File: config.mk
export PLATFORM = sky130hd
export DESIGN_NAME = program_sequencer_flat
export DESIGN_NICKNAME = d
export VERILOG_FILES = /design/src/rtl/program_sequencer_if.sv /design/src/rtl/program_sequencer.sv /design/src/flat_wrapper.sv
export SDC_FILE = /design/constraint.sdc
export NUM_CORES = 1
export LEC_CHECK = 0
export ABC_AREA = 1
export CAP_MARGIN = 20
export CORE_UTILIZATION = 54
export CTS_CLUSTER_DIAMETER = 40
export DETAILED_ROUTE_END_ITERATION = 6
export GPL_ROUTABILITY_DRIVEN = 0
export PLACE_DENSITY = 0.78
export SETUP_SLACK_MARGIN = 0.02
export SLEW_MARGIN = 20
export SYNTH_ARGS = -nofsm -noshare
export SYNTH_HDL_FRONTEND = slang
export SYNTH_SLANG_ARGS = --single-unit
File: constraint.sdc
create_clock -name clk -period 2.9 [get_ports clk]
set_clock_uncertainty 0.1 [all_clocks]
set_input_delay 0.58 -clock clk [delete_from_list [all_inputs] [get_ports clk]]
set_output_delay 0.58 -clock clk [all_outputs]
set_load 0.05 [all_outputs]
File: src/rtl/program_sequencer_if.sv
// program_sequencer_if: control, program-memory and processor-side signals of the
// instruction sequencer; master is the sequencer, slave is its environment.
interface program_sequencer_if #(
   parameter int unsigned ADDR_W = 5
);
   logic              start;
   logic              step_mode;
   logic              step;
   logic              halt_req;
   logic [ADDR_W-1:0] mem_addr;
   logic [8:0]        mem_rdata;
   logic [8:0]        proc_din;
   logic              proc_run;
   logic              proc_done;
   logic [ADDR_W-1:0] pc_out;
   logic [15:0]       instr_count;
   logic              busy;
   logic              halted;
   logic              timeout_err;
   modport master (
      input  start, step_mode, step, halt_req, mem_rdata, proc_done,
      output mem_addr, proc_din, proc_run, pc_out, instr_count, busy, halted, timeout_err
   );
   modport slave (
      output start, step_mode, step, halt_req, mem_rdata, proc_done,
      input  mem_addr, proc_din, proc_run, pc_out, instr_count, busy, halted, timeout_err
   );
endinterface

File: src/rtl/program_sequencer.sv
// program_sequencer: fetches 9-bit instructions from a synchronous-read program memory
// and feeds them to the processor over DIN/RUN, advancing the PC on DONE.
module program_sequencer #(
   parameter int unsigned ADDR_W     = 5,
   parameter logic [2:0]  END_OPCODE = 3'b000,
   parameter logic [2:0]  MVI_OPCODE = 3'b010,
   parameter int unsigned TIMEOUT    = 7
) (
   input logic                 clk,
   input logic                 resetn,
   program_sequencer_if.master bus
);
   localparam int unsigned TW = $clog2(TIMEOUT + 1);
   typedef enum logic [3:0] {
      IDLE, FETCH_I, LATCH_I, FETCH_IMM, LATCH_IMM, ISSUE, EXEC, STEP_WAIT, HALTED
   } state_t;
   state_t            state_q, state_d;
   logic [ADDR_W-1:0] pc_q, pc_d, mem_addr_q, mem_addr_d;
   logic [8:0]        ir_q, ir_d, imm_q, imm_d, din_q, din_d;
   logic [15:0]       cnt_q, cnt_d;
   logic [TW-1:0]     timer_q, timer_d;
   logic              run_q, run_d, busy_q, busy_d, halted_q, halted_d;
   logic              err_q, err_d, pend_q, pend_d;
   logic              is_mvi, stop;
   assign is_mvi = ir_q[8:6] == MVI_OPCODE;
   assign stop   = pend_q || bus.halt_req;
   always_comb begin
      state_d    = state_q;
      pc_d       = pc_q;
      mem_addr_d = mem_addr_q;
      ir_d       = ir_q;
      imm_d      = imm_q;
      din_d      = din_q;
      cnt_d      = cnt_q;
      timer_d    = timer_q;
      err_d      = err_q;
      pend_d     = pend_q || (bus.halt_req && busy_q);
      case (state_q)
         IDLE, HALTED: if (bus.start) begin
            state_d = FETCH_I;
            pc_d    = '0;
            cnt_d   = '0;
            err_d   = 1'b0;
            pend_d  = 1'b0;
         end
         FETCH_I: state_d = LATCH_I;
         LATCH_I: begin
            ir_d = bus.mem_rdata;
            if (bus.mem_rdata[8:6] == END_OPCODE || stop) state_d = HALTED;
            else if (bus.mem_rdata[8:6] == MVI_OPCODE) begin
               state_d    = FETCH_IMM;
               mem_addr_d = pc_q + 1'b1;
            end else begin
               state_d = ISSUE;
               din_d   = bus.mem_rdata;
            end
         end
         FETCH_IMM: state_d = LATCH_IMM;
         LATCH_IMM: begin
            imm_d = bus.mem_rdata;
            if (stop) state_d = HALTED;
            else begin
               state_d = ISSUE;
               din_d   = ir_q;
            end
         end
         ISSUE: begin
            state_d = EXEC;
            timer_d = '0;
            din_d   = is_mvi ? imm_q : ir_q;
         end
         // an in-flight instruction always retires or times out before a halt takes effect
         EXEC: if (bus.proc_done) begin
            pc_d    = pc_q + (is_mvi ? ADDR_W'(2) : ADDR_W'(1));
            cnt_d   = cnt_q + {15'd0, ~&cnt_q};
            state_d = stop ? HALTED : bus.step_mode ? STEP_WAIT : FETCH_I;
         end else if (timer_q == TW'(TIMEOUT - 1)) begin
            err_d   = 1'b1;
            state_d = HALTED;
         end else timer_d = timer_q + 1'b1;
         STEP_WAIT: if (bus.halt_req) state_d = HALTED;
            else if (bus.step || !bus.step_mode) state_d = FETCH_I;
         default: state_d = IDLE;
      endcase
      if (state_d == FETCH_I) mem_addr_d = pc_d;
      if (state_d == HALTED) pend_d = 1'b0;
      run_d    = state_d inside {ISSUE, EXEC};
      busy_d   = !(state_d inside {IDLE, HALTED});
      halted_d = state_d == HALTED;
   end
   always_ff @(posedge clk or negedge resetn) begin
      if (!resetn) begin
         state_q    <= IDLE;
         pc_q       <= '0;
         mem_addr_q <= '0;
         ir_q       <= '0;
         imm_q      <= '0;
         din_q      <= '0;
         cnt_q      <= '0;
         timer_q    <= '0;
         run_q      <= 1'b0;
         busy_q     <= 1'b0;
         halted_q   <= 1'b0;
         err_q      <= 1'b0;
         pend_q     <= 1'b0;
      end else begin
         state_q    <= state_d;
         pc_q       <= pc_d;
         mem_addr_q <= mem_addr_d;
         ir_q       <= ir_d;
         imm_q      <= imm_d;
         din_q      <= din_d;
         cnt_q      <= cnt_d;
         timer_q    <= timer_d;
         run_q      <= run_d;
         busy_q     <= busy_d;
         halted_q   <= halted_d;
         err_q      <= err_d;
         pend_q     <= pend_d;
      end
   end
   assign bus.mem_addr    = mem_addr_q;
   assign bus.proc_din    = din_q;
   assign bus.proc_run    = run_q;
   assign bus.pc_out      = pc_q;
   assign bus.instr_count = cnt_q;
   assign bus.busy        = busy_q;
   assign bus.halted      = halted_q;
   assign bus.timeout_err = err_q;
endmodule

File: src/flat_wrapper.sv
// flat-port wrapper written by rule: the top's interface ports become plain ports
module program_sequencer_flat 
#(
   parameter int unsigned ADDR_W     = 5,
   parameter logic [2:0]  END_OPCODE = 3'b000,
   parameter logic [2:0]  MVI_OPCODE = 3'b010,
   parameter int unsigned TIMEOUT    = 7
)
  (clk, resetn, bus_start, bus_step_mode, bus_step, bus_halt_req, bus_mem_rdata, bus_proc_done, bus_mem_addr, bus_proc_din, bus_proc_run, bus_pc_out, bus_instr_count, bus_busy, bus_halted, bus_timeout_err);
  program_sequencer_if #(.ADDR_W(ADDR_W)) bus_i ();
  input logic clk;
  input logic resetn;
  input wire logic [$bits(bus_i.start)-1:0] bus_start;
  input wire logic [$bits(bus_i.step_mode)-1:0] bus_step_mode;
  input wire logic [$bits(bus_i.step)-1:0] bus_step;
  input wire logic [$bits(bus_i.halt_req)-1:0] bus_halt_req;
  input wire logic [$bits(bus_i.mem_rdata)-1:0] bus_mem_rdata;
  input wire logic [$bits(bus_i.proc_done)-1:0] bus_proc_done;
  output wire logic [$bits(bus_i.mem_addr)-1:0] bus_mem_addr;
  output wire logic [$bits(bus_i.proc_din)-1:0] bus_proc_din;
  output wire logic [$bits(bus_i.proc_run)-1:0] bus_proc_run;
  output wire logic [$bits(bus_i.pc_out)-1:0] bus_pc_out;
  output wire logic [$bits(bus_i.instr_count)-1:0] bus_instr_count;
  output wire logic [$bits(bus_i.busy)-1:0] bus_busy;
  output wire logic [$bits(bus_i.halted)-1:0] bus_halted;
  output wire logic [$bits(bus_i.timeout_err)-1:0] bus_timeout_err;
  assign bus_i.start = bus_start;
  assign bus_i.step_mode = bus_step_mode;
  assign bus_i.step = bus_step;
  assign bus_i.halt_req = bus_halt_req;
  assign bus_i.mem_rdata = bus_mem_rdata;
  assign bus_i.proc_done = bus_proc_done;
  assign bus_mem_addr = bus_i.mem_addr;
  assign bus_proc_din = bus_i.proc_din;
  assign bus_proc_run = bus_i.proc_run;
  assign bus_pc_out = bus_i.pc_out;
  assign bus_instr_count = bus_i.instr_count;
  assign bus_busy = bus_i.busy;
  assign bus_halted = bus_i.halted;
  assign bus_timeout_err = bus_i.timeout_err;
  program_sequencer #(.ADDR_W(ADDR_W), .END_OPCODE(END_OPCODE), .MVI_OPCODE(MVI_OPCODE), .TIMEOUT(TIMEOUT)) u_core (.clk(clk), .resetn(resetn), .bus(bus_i));
endmodule
==> results of run 1 <==
==> synth_stat cells (all sizes together), types with 4 or more instances <==
cell type / number
nand3: 46
nand2: 101
ha: 7
clkbuf: 4
o221ai: 6
dfrtp: 65
a21oi: 19
o21ai: 43
buf: 4
nor3: 11
inv: 64
nor2: 43
xor2: 5
==> placed cells by master, fill, tap and decap left out, drive strengths merged <==
cell type,n
bufinv,1
nor3,11
xor2,5
or3,1
o22a,1
a21boi,1
nand2,101
nand4,2
a31oi,1
dfrtp,65
nand3,46
ha,7
o21ai,43
buf,8
clkdlybuf4s50,53
xnor2,1
o211a,1
a21o,1
a21oi,19
inv,64
clkinv,4
nand3b,1
fa,1
o221ai,6
clkbuf,12
a2bb2oi,1
and3,1
o31ai,1
nor4,2
a211oi,1
nor2,43
or2,1
clkinvlp,1
==> layer usage <==
metal	GRT usage	up-vias	wire length, um
met3	0.0547	13	400
li1	-	1557	-
met2	0.424	101	4040
met5	0	-	0
met4	0.0909	0	140
met1	0.321	1504	3560
==> path summary, 6_finish.rpt <==
kind / depth (start not counted) / slack (ns) / to / from
worst max-delay path: 1 / 0.53 / bus_pc_out[2] / u_core.bus.pc_out[2]$_DFF_PN0_
worst min-delay path: 1 / 0.16 / u_core.bus.instr_count[8]$_DFFE_PN0P_ / resetn
worst max register to register: 12 / 0.61 / u_core.bus.mem_addr[2]$_DFFE_PN0P_ / u_core.ir_q[8]$_DFFE_PN0N_
worst min register to register: 2 / 0.39 / u_core.imm_q[1]$_DFFE_PN0P_ / u_core.imm_q[1]$_DFFE_PN0P_
max in group asynchronous: 2 / 1.81 / u_core.bus.mem_addr[0]$_DFFE_PN0P_ / resetn
min in group clk: 2 / 0.39 / u_core.imm_q[1]$_DFFE_PN0P_ / u_core.imm_q[1]$_DFFE_PN0P_
==> kinds of logic after synthesis <==
family,share of synthesized area
flops,0.460
xor+xnor,0.0148
compound gates,0.128
fa+ha+maj,0.0304
buf+inv,0.0841
simple gates,0.283
==> report_power, final <==
part | leakage [uW] | internal (uW) | switching (uW)
logic | 0.00118 | 593 | 1190
clock network | 0.000103 | 445 | 356
registers | 0.000836 | 1200 | 209
total | 0.00212 | 2240 | 1750
==> metrics by stage <==
stage,std cells,utilization,worst slack [ns]
3_3_place_gp,568,0.657,0.300
6_report,584,0.690,0.526
4_1_cts,584,0.690,0.520
3_5_place_dp,568,0.657,0.339
5_1_grt,584,0.690,0.419
2_1_floorplan,438,-,0.696
==> flip-flops by register name (all words and copies together) (netlist names) <==
name	count
u_core.bus.instr_count	16
u_core.bus.proc_din	9
u_core.imm_q	9
u_core.ir_q	9
u_core.bus.mem_addr	5
u_core.bus.pc_out	5
u_core.state_q	4
u_core.timer_q	3
u_core.bus.busy	1
u_core.bus.halted	1
u_core.bus.proc_run	1
u_core.bus.timeout_err	1
u_core.pend_q	1
==> layout make-up <==
cell class	instances	area (um2)
clock inverter	4	51.3
fill	533	1970
inverter	66	248
timing repair buffer	61	588
sequential	65	1630
tap	77	96.3
clock buffer	12	155
multi-input combinational	299	1620
==> flow_metrics.tcl, run 1 <==
set metrics [dict create \
    cts_hold_buf 0 \
    cts_resized 0 \
    crit_family "buffers and inverters" \
    clk_latency_ns 0.34 \
    vias 3175 \
    drt_first_pass_iters 5 \
    gr-usage-all-layers 0.252 \
    syn_nets 462 \
    fmax_mhz 421 \
    rsz0062_at_grt "no" \
    antenna_cells 0 \
    period_share 0.819 \
    path_buf_inv 1 \
    grt_pass1_wl_um 13800 \
    tightest_slew_ns 0.655 \
    yosys-top-cells-area "dfrtp_1 (46%), nand2_1 (9.9%), inv_1 (6.5%)" \
    yosysTopAreaCell "dfrtp_1" \
    synthArstFlopShare 1.00 \
    die_x_um 83.0 \
    critical_path_required_ns 2.22 \
    num-nets-final 526 \
    drc 0 \
    wl_per_cell_um 13.9 \
    hold_path.class "in -> async" \
    cp_slowest_stage_delay_ns 0.86 \
    power.leakage_uw 0.00212 \
    coreArea_um2 6350 \
    port_buffers 54 \
    slew_violations 0 \
    fin_area_um2 4380 \
    path_cells "clkdlybuf4s50_1" \
    io_pins 55 \
    htreeDepth 3 \
    seq_area_frac_synth 0.460 \
    clkTransAtPathRegs_ns 0.08 \
    synth_warnings 0 \
    place_hpwl_um 5970 \
    drive_above_1_share 0.107 \
    power_density_nw_per_um2 912 \
    root_buffer "clkbuf_8" \
    fin_hold_ws_ns 0.158 \
    fin_total_pwr_uw 4000 \
    rows 29 \
    cp_max_fo 8 \
    status "complete, no violations" \
    routed_via_density 5.44 \
    finalHoldViolCount 0 \
    post_cts_buffers 0 \
    synth-main-ff-cell "dfrtp_1" \
    clock_sinks 65 \
    syn_inst 438 \
    wl_um 8140 \
    finalSetupTns_ns 0 \
    cp-start-kind "flop" \
    postRouteAntennaNets 0 \
    area_delta_synth_final_pct 23.8 \
    syn-mean-instance-area_um2 8.08 \
    synth_top_area_frac 0.460 \
    synth_area_um2 3540 \
    synth.distinct_cells 43 \
    die_area_um2 6880 \
    synth_edf_count 0 \
    end_kind "primary output" \
    grt_pass1_vias 3063 \
    cpMaxStageDelayCell "clkdlybuf4s50_1" \
    cts_tree "yes" \
    critPathArrivalTime_ns 1.69 \
    place_area_um2 4170 \
    ir_drop_uv 609 \
    max_slew_margin 0.563 \
    cts_buffers 9 \
    clock_path_buffers 2 \
    die_h_um 83.0 \
    cap_viol_max_count 0 \
    min_period_ns 2.37 \
    antenna_found_initial 0 \
    dr.first_iter.drc_count 113 \
    overflow 0 \
    initial_core_util 0.557 \
    crit_type "reg -> out" \
    synth-seq-cells 65 \
    grt_max_degree 31 \
    finalSetupViolCount 0 \
]
Power figures use the tool's default switching activity.
==> inputs of run 2 (changes only) <==
- CORE_UTILIZATION: 54 -> 49
- PLACE_DENSITY: 0.78 -> 0.75
- clock period: 2.9 -> 1.96 ns (I/O delays scaled with it)
==> run 2 against run 1 <==
Compared with the run above:
- the run now ends with negative setup slack left
- cell count up 14%
- clock power up 36%
- worst setup slack lost 0.61 ns
- wire length grew 6.8%
- total power is 52% higher
- utilization increased by 3.2 points
- design area increased by 13%
- count of clock-buffer cells in the layout is 1 lower
- combinational power rose by 63%
- worst hold slack better by 0.21 ns
- critical path depth up 11
- critical endpoint is now u_core.bus.mem_addr[2]$_DFFE_PN0P_
==> flow_metrics.tcl, run 2 (synthesis gave the netlist of run 1 again) <==
set metrics [dict create \
    pwr-share-seq 0.342 \
    wl_um 8700 \
    end_kind "flop" \
    cap_viol_max_count 0 \
    fin_total_pwr_uw 6080 \
    place_hpwl_um 6410 \
    internal_power_uw 3350 \
    port_buffers 54 \
    cp-start-kind "flop" \
    io_pins 55 \
    overflow 0 \
    wl_per_cell_um 13.1 \
    finalHoldViolCount 0 \
    root_buffer "clkbuf_8" \
    power_density_nw_per_um2 1230 \
    crit_type "reg -> reg" \
    coreArea_um2 6870 \
    drive_above_1_share 0.368 \
    clk_latency_ns 0.34 \
    grt_pass1_vias 3254 \
    finalSetupViolCount 3 \
    die_area_um2 7570 \
    dp_cells 643 \
    critical_path_required_ns 2.10 \
    max_slew_margin 0.778 \
    die_h_um 87.0 \
    cts_buffers 9 \
    period_share 1.04 \
    area_delta_synth_final_pct 40.2 \
    fmax_mhz 489 \
    num-nets-final 587 \
    gr-usage-all-layers 0.247 \
    final_cells 664 \
    grt_pass1_wl_um 14500 \
    drt_first_pass_iters 6 \
    rows 30 \
    die_x_um 87.0 \
    rsz0062_at_grt "yes" \
    antenna_found_initial 0 \
    path_cells "inv_2 -> nand2_2 -> nor2_4 -> inv_2 -> ha_4 -> fa_2 -> a21oi_1 -> nand3b_1 -> a21boi_4 -> nand3_2 -> nand2_1 -> nand2_1" \
    vias 3355 \
    fin_hold_ws_ns 0.368 \
    ir_drop_uv 655 \
    critPathArrivalTime_ns 2.18 \
    dpl_worst_slack_ns -0.295 \
    clock_sinks 65 \
    failed_checks "negative setup slack" \
    slew_violations 0 \
    grt_max_degree 42 \
    status "complete, but fails checks" \
    layout_common_cells "buf_4 (103), nand2_1 (84), inv_1 (53), dfrtp_1 (47), nand3_1 (37)" \
    setup_ws_ns -0.0829 \
    combPwrFrac 0.479 \
    routed_via_density 5.05 \
    antenna_cells 0 \
    clock_path_buffers 2 \
    swShare 0.449 \
    power.leakage_uw 0.00256 \
    htreeDepth 3 \
    dr.first_iter.drc_count 187 \
    tightest_slew_ns 0.331 \
    postRouteAntennaNets 0 \
    final_common_cell "buf_4" \
    largest_reg_flops 16 \
    cts_tree "yes" \
    initial_core_util 0.515 \
    cp_slowest_stage_delay_ns 0.39 \
    clkTransAtPathRegs_ns 0.08 \
    cp_max_fo 2 \
    hold_path.class "in -> async" \
    drc 0 \
    min_period_ns 2.04 \
    p_clk_frac 0.179 \
    switchingPower_uw 2730 \
    cpMaxStageDelayCell "dfrtp_1" \
]
run 2: worst paths after layout:
path	start	endpoint	slack, ns	cells after the start
max in group asynchronous	resetn	u_core.state_q[1]$_DFF_PN0_	0.66	4
worst max register to register	u_core.ir_q[8]$_DFFE_PN0N_	u_core.bus.mem_addr[2]$_DFFE_PN0P_	-0.08	12
worst min register to register	u_core.imm_q[1]$_DFFE_PN0P_	u_core.imm_q[1]$_DFFE_PN0P_	0.39	2
worst min-delay path	resetn	u_core.bus.proc_din[4]$_DFFE_PN0P_	0.37	2
worst max-delay path	u_core.ir_q[8]$_DFFE_PN0N_	u_core.bus.mem_addr[2]$_DFFE_PN0P_	-0.08	12
min in group clk	u_core.imm_q[1]$_DFFE_PN0P_	u_core.imm_q[1]$_DFFE_PN0P_	0.39	2
run 2: power by group through the flow:
stage | combinational [uW] | sequential, uW | clock (uW)
floorplan | 1300 | 2680 | 0
global placement | 2770 | 2070 | 0
detailed placement | 2860 | 2080 | 0
CTS | 2870 | 2060 | 1100
global route | 3210 | 2130 | 1150
finish | 2910 | 2080 | 1090
run 2: per-stage QoR:
stage           util  area [um2]  setup TNS, ns
2_1_floorplan      -        3590         -0.204
3_3_place_gp   0.670        4600          -1.74
3_5_place_dp   0.670        4600          -2.59
4_1_cts        0.700        4810         -0.190
5_1_grt        0.722        4960         -0.780
6_report       0.722        4960         -0.113
run 2: worst max-delay path: cells and delay by family (launching register included):
kind            cells  cell delay, ns
compound gates      2            0.33
fa+ha+maj           2            0.53
buf+inv             2            0.12
flops               1            0.39
simple gates        6            0.47
run 2: cell type report:
type / count / area [um2]
clock buffers: 11 / 151
clock inverters: 5 / 37.5
fillers: 551 / 1910
inverters: 66 / 250
multi-input cells: 299 / 1770
flip-flops and latches: 65 / 1650
well taps: 96 / 120
repair buffers: 122 / 982
run 2: what timing repair did:
item                                    4_1_cts  5_1_grt
cloned                                        0        0
endpoints found under the setup margin       11       22
setup buffers                                 0        4
endpoints found under the hold margin        13        0
hold buffers                                  1        0
gates resized for setup                       5       40
pin swaps                                     0       22
run 2: layer usage:
metal / GRT usage / wire length [um] / up-vias
met3: 0.0436 / 350 / 19
met2: 0.413 / 4160 / 94
met1: 0.311 / 3980 / 1556
met5: 0 / 0 / -
met4: 0.115 / 201 / 0
li1: - / - / 1686
